[config.mk]
export PLATFORM = sky130hd
export DESIGN_NAME = header_segmenter
export DESIGN_NICKNAME = d
export VERILOG_FILES = /design/src/rtl/header_segmenter.sv
export SDC_FILE = /design/constraint.sdc
export NUM_CORES = 1
export LEC_CHECK = 0
export CAP_MARGIN = 20
export CORE_MARGIN = 2
export CORE_UTILIZATION = 35
export CTS_BUF_LIST = sky130_fd_sc_hd__clkbuf_2
export DETAILED_ROUTE_END_ITERATION = 12
export GPL_TIMING_DRIVEN = 0
export PLACE_DENSITY = 0.74
export SLEW_MARGIN = 40
export SYNTH_ARGS = -nofsm -noshare
export SYNTH_HDL_FRONTEND = slang
export SYNTH_SLANG_ARGS = --single-unit
[constraint.sdc]
create_clock -name clk -period 2.9 [get_ports clk]
set_input_delay 0.725 -clock clk [delete_from_list [all_inputs] [get_ports clk]]
set_output_delay 0.725 -clock clk [all_outputs]
set_load 0.005 [all_outputs]
[src/rtl/header_segmenter.sv]
`default_nettype none
// ============================================================================
// Module   : header_segmenter
// Purpose  : Splits one descriptor into MAX_SEG-byte segments; emits a 32-bit
//            header per segment followed by that segment's payload words.
// Revision : 1.0
// ============================================================================
module header_segmenter #(
    parameter int DW      = 32,
    parameter int LEN_W   = 32,
    parameter int MAX_SEG = 1024
) (
    input  logic             clk,
    input  logic             rst,
    input  logic             cmd_valid,
    output logic             cmd_ready,
    input  logic [3:0]       cmd_dtype,
    input  logic             cmd_eot,
    input  logic             cmd_eoi,
    input  logic             cmd_last,
    input  logic [LEN_W-1:0] cmd_len,
    input  logic [DW-1:0]    din_data,
    input  logic             din_valid,
    output logic             din_ready,
    output logic [DW-1:0]    dout_data,
    output logic             dout_valid,
    input  logic             dout_ready,
    output logic             busy
);

    localparam int c_BYTES     = DW / 8;
    localparam int c_MAX_WORDS = (MAX_SEG + c_BYTES - 1) / c_BYTES;
    localparam int c_WCW       = $clog2(c_MAX_WORDS + 1);
    localparam int c_CW        = (LEN_W > 17) ? LEN_W : 17;

    typedef enum logic [1:0] {
        S_IDLE = 2'd0,
        S_HDR  = 2'd1,
        S_DATA = 2'd2
    } state_t;

    state_t              r_state;
    state_t              w_next;
    logic [3:0]          r_dtype;
    logic                r_eot;
    logic                r_eoi;
    logic                r_last;
    logic [LEN_W-1:0]    r_rem;
    logic [c_WCW-1:0]    r_wcnt;

    logic [c_CW-1:0]     w_seg_ext;
    logic [15:0]         w_seg_len;
    logic [c_WCW-1:0]    w_words;
    logic                w_final;
    logic [31:0]         w_hdr;
    logic                w_hdr_hs;
    logic                w_dat_hs;

    // Segment length is derived from the registered remaining count, so the
    // header is stable for as long as the state sits in HDR.
    assign w_seg_ext = (c_CW'(r_rem) < c_CW'(MAX_SEG)) ? c_CW'(r_rem) : c_CW'(MAX_SEG);
    assign w_seg_len = 16'(w_seg_ext);
    assign w_words   = c_WCW'((32'(w_seg_len) + 32'(c_BYTES - 1)) / 32'(c_BYTES));
    assign w_final   = (r_rem == LEN_W'(w_seg_ext));
    assign w_hdr     = {r_dtype, 1'b0, w_final & r_eot, w_final & r_eoi,
                        w_final & r_last, 7'd0, 1'b1, w_seg_len};

    assign w_hdr_hs  = (r_state == S_HDR) && dout_ready;
    assign w_dat_hs  = (r_state == S_DATA) && din_valid && dout_ready;

    always_ff @(posedge clk or posedge rst) begin
        if (rst) begin
            r_state <= S_IDLE;
        end else begin
            r_state <= w_next;
        end
    end

    always_comb begin
        w_next     = r_state;
        cmd_ready  = 1'b0;
        din_ready  = 1'b0;
        dout_valid = 1'b0;
        dout_data  = '0;
        busy       = (r_state != S_IDLE);
        case (r_state)
            S_IDLE: begin
                cmd_ready = 1'b1;
                if (cmd_valid) begin
                    w_next = S_HDR;
                end
            end
            S_HDR: begin
                dout_valid = 1'b1;
                dout_data  = DW'(w_hdr);
                if (dout_ready) begin
                    w_next = (w_words == '0) ? S_IDLE : S_DATA;
                end
            end
            S_DATA: begin
                dout_valid = din_valid;
                dout_data  = din_data;
                din_ready  = dout_ready;
                if (w_dat_hs && (r_wcnt == c_WCW'(1))) begin
                    w_next = (r_rem != '0) ? S_HDR : S_IDLE;
                end
            end
            default: begin
                w_next = S_IDLE;
            end
        endcase
    end

    always_ff @(posedge clk or posedge rst) begin
        if (rst) begin
            r_dtype <= '0;
            r_eot   <= 1'b0;
            r_eoi   <= 1'b0;
            r_last  <= 1'b0;
            r_rem   <= '0;
            r_wcnt  <= '0;
        end else begin
            if ((r_state == S_IDLE) && cmd_valid) begin
                r_dtype <= cmd_dtype;
                r_eot   <= cmd_eot;
                r_eoi   <= cmd_eoi;
                r_last  <= cmd_last;
                r_rem   <= cmd_len;
            end
            if (w_hdr_hs) begin
                r_rem  <= r_rem - LEN_W'(w_seg_ext);
                r_wcnt <= w_words;
            end else if (w_dat_hs) begin
                r_wcnt <= r_wcnt - c_WCW'(1);
            end
        end
    end

endmodule
`default_nettype wire

==> impl_metrics.env <==
export IMPL_cts_tree="yes"
export IMPL_status="finished, violations left"
export IMPL_dr_wl_met2_um=6120
export IMPL_grt_max_degree=32
export IMPL_synth_nets=483
export IMPL_stdcell_count=693
export IMPL_syn_area_sq_mm=0.00345
export IMPL_clockBufferDepth=2
export IMPL_p_leak_nw=2.36
export IMPL_cts_buffers=5
export IMPL_routed_wl_um=12400
export IMPL_pre_cts_slack_ps=-783
export IMPL_finalWorstSetupSlack_ps=-302
export IMPL_drtPass1Iterations=5
export IMPL_io_buffers=111
export IMPL_synthArstFlopShare=1.00
export IMPL_synth_compound_area_frac=0.251
export IMPL_ys_ff_latch=50
export IMPL_die_x_um=103
export IMPL_crit_path_start_kind="register"
export IMPL_fillers=866
export IMPL_dp_cells=645
export IMPL_drive_above_1_share=0.227
export IMPL_clock_skew_ps=14.3
export IMPL_cp_slowest_cell="or4_4"
export IMPL_met1_length_um=4900
export IMPL_nets=642
export IMPL_postLayoutCoreUtil=0.557
export IMPL_p_per_area_mw_per_mm2=818
export IMPL_fmax_mhz=312
export IMPL_path_max_fanout=5
export IMPL_vias=4001
export IMPL_critPathCaptureType="output pin"
export IMPL_endpoint="dout_data[10]"
export IMPL_violations="setup timing"
export IMPL_initial_core_util=0.356
export IMPL_track_usage=0.229
export IMPL_drc=0
export IMPL_cp_arrival_ps=2480
export IMPL_irDropWorstVdd_mv=0.343
export IMPL_worstSetupStartpoint="r_rem[18]"
export IMPL_required_ps=2170
export IMPL_drtIter0Drc=408
export IMPL_hold_class="primary input to asynchronous set/reset pin"
export IMPL_rows=36
export IMPL_wl_per_cell_um=17.9
export IMPL_report_final_hold_viol_count=0
export IMPL_relSlewSlack=0.443
export IMPL_rsz0062_at_grt="true"
export IMPL_core_sq_mm=0.00968
export IMPL_drv_cap=0
export IMPL_ys_types=62
export IMPL_synth_xor_area_frac=0.0254
export IMPL_antenna_found_initial=0
export IMPL_root_buffer="clkbuf_2"
export IMPL_path_class="register to output pin"
export IMPL_grt_overflow=0
export IMPL_synthFlopType="dfrtp_1"
export IMPL_synth_cells=400
export IMPL_synthMuxAreaShare=0.0377
export IMPL_top_layer_used="met4"
export IMPL_grt_pass1_wl_um=19000
export IMPL_holdWs_ps=521
export IMPL_yosys_warnings=0
export IMPL_pin_count=112
export IMPL_synth_most_common_cell="dfrtp_1"
export IMPL_grt_pass1_vias=3948
export IMPL_tightest_slew_ps=832
export IMPL_r2r_end="r_rem[18]"
export IMPL_slew_violations=0
export IMPL_clock_latency_ps=450
export IMPL_rrSetupSlack_ps=-80
export IMPL_antenna_left=0
export IMPL_register_area_sq_mm=0.00125
export IMPL_die_h_um=103
export IMPL_slowest_delay_ps=530
export IMPL_synth_common_cells="dfrtp_1 (50), nand2_1 (45), nor2_1 (27)"
export IMPL_reg2reg_depth=13
export IMPL_synth_edf_count=0
export IMPL_place_gp_congestion=0.926
export IMPL_multi_input_area_sq_mm=0.00229
export IMPL_synth_simple_area_share=0.248
export IMPL_cp_cell_sequence="or4_4 -> or3_1 -> buf_6 -> nor2_4 -> o21ai_1 -> clkdlybuf4s15_1"
export IMPL_finalSetupViolCount=18
export IMPL_ys_seq_area_frac=0.363
export IMPL_crit_buf_inv=2
export IMPL_synth_top_cell_by_area="dfrtp_1"
export IMPL_die_area_sq_mm=0.0107
export IMPL_clkSinkCount=50
export IMPL_cts_max_level=2
export IMPL_synth_avg_cell_area_sq_um=8.62
export IMPL_cp_depth=6
export IMPL_synthAdderAreaFrac=0.0254
export IMPL_yosys_top_cells_area="dfrtp_1 (36%), nand2_1 (4.9%), o21ai_0 (3.6%), a22o_1 (3.3%), nor2_1 (2.9%)"
export IMPL_cts_clk_slew_worst_paths_ps=260
export IMPL_r2r_start="r_rem[13]"
export IMPL_layout_worst_path_cycle_share=1.10
export IMPL_dp_hpwl_um=8660
export IMPL_diodes=0
export IMPL_syn_to_final_growth_pct=56.4
export IMPL_vias_per_cell=5.77
export IMPL_timing_critical_path_max_delay_family="simple AND/OR/NAND/NOR gates"
export IMPL_synth_top_cell_area_share=0.363
export IMPL_fin_setup_tns_ps=-3630
export IMPL_met3WireLength_um=1020
export IMPL_fin_crit_ps=3200
export IMPL_synth_top_family_by_area="compound AO/OA/AOI/OAI gates"
==> cell usage in the layout, fill, tap and decap left out, types with 4 or more instances in the layout <==
master,synthesis,routed
nor3_4,0,4
clkbuf_1,16,10
nand3_1,14,13
a211oi_1,6,5
o22ai_1,6,6
a21oi_1,18,17
dfrtp_1,50,47
mux2i_1,4,4
mux2_2,8,8
nand4_1,5,5
buf_6,4,13
and2_1,13,13
inv_1,13,11
nor2_1,27,26
buf_2,0,14
o21ai_0,25,24
xor2_1,5,5
clkdlybuf4s50_1,0,87
a22o_1,13,13
nor2b_1,7,6
ha_1,7,4
clkbuf_2,0,6
nor4_1,7,4
xnor2_1,5,5
o211ai_1,6,6
nor3_1,13,8
and3_1,9,8
dlymetal6s2s_1,0,10
nand2_1,45,43
a22oi_1,9,8
buf_4,0,33
==> registers in the layout (all words and copies together) (netlist names) <==
signal,flops
r_rem,32
r_eoi,1
r_state,2
r_dtype,4
r_eot,1
r_last,1
r_wcnt,9
==> layout make-up <==
type                            count  area share
Timing Repair Buffer              152       0.262
Tap cell                          133      0.0309
Buffer                             21      0.0271
Sequential cell                    50       0.233
Clock buffer                        6     0.00557
Clock inverter                      2     0.00696
Inverter                           13     0.00951
Multi-Input combinational cell    316       0.425
==> metal layers <==
layer  vias to the layer above  track usage
li1                       1813            -
met1                      1928        0.268
met2                       220        0.419
met3                        40       0.0390
met4                         0       0.0840
met5                         -            0
==> power by group <==
group | switching [W] | leakage (nW) | internal (W)
Sequential | 0.000411 | 0.600 | 0.00103
Combinational | 0.00132 | 1.72 | 0.00126
Clock | 0.000240 | 0.0392 | 0.000149
==> worst min path at each step <==
stage,start,endpoint,slack (ps),depth (start not counted)
3_3_place_gp,r_rem[15],r_rem[15],480,2
3_5_place_dp,r_rem[15],r_rem[15],490,2
5_1_grt,rst,r_eoi,510,2
4_1_cts,rst,r_eoi,540,2
2_1_floorplan,r_rem[29],r_rem[29],460,1
6_report,rst,r_eoi,520,2
==> timing repair <==
action | CTS | global route
hold buffers | 0 | 0
cloned | 1 | 1
pin swaps | 24 | 6
setup endpoints to repair | 46 | 43
buffers inserted | 41 | 6
resized for setup | 103 | 38
==> worst reg2reg max path, stage by stage, from the launching register on <==
cell and delay [ps]:
dfrtp_1 440, or4_4 580, nor3_4 210, buf_4 170
nand2_8 80, buf_4 160, nand2_1 100, ha_4 180
nor3_2 70, a31o_2 290, o31a_1 120, buf_6 150
a311oi_2 270, nor3b_1 100
==> cells by family after synthesis <==
| group | after synthesis |
|---|---|
| AO/OA/AOI/OAI | 121 |
| XOR/XNOR | 10 |
| adder cells (fa/ha/maj) | 7 |
| buffers and inverters | 35 |
| flip-flops | 50 |
| multiplexers | 12 |
| other | 1 |
| AND/OR/NAND/NOR | 164 |
==> per-stage QoR <==
stage          instance area (sq um)  power [W]
2_1_floorplan                   3450    0.00276
3_3_place_gp                    4730    0.00349
3_5_place_dp                    4750    0.00359
4_1_cts                         5230    0.00422
5_1_grt                         5390    0.00473
6_report                        5390    0.00441
Note: power is estimated with default switching activity, not from simulation.
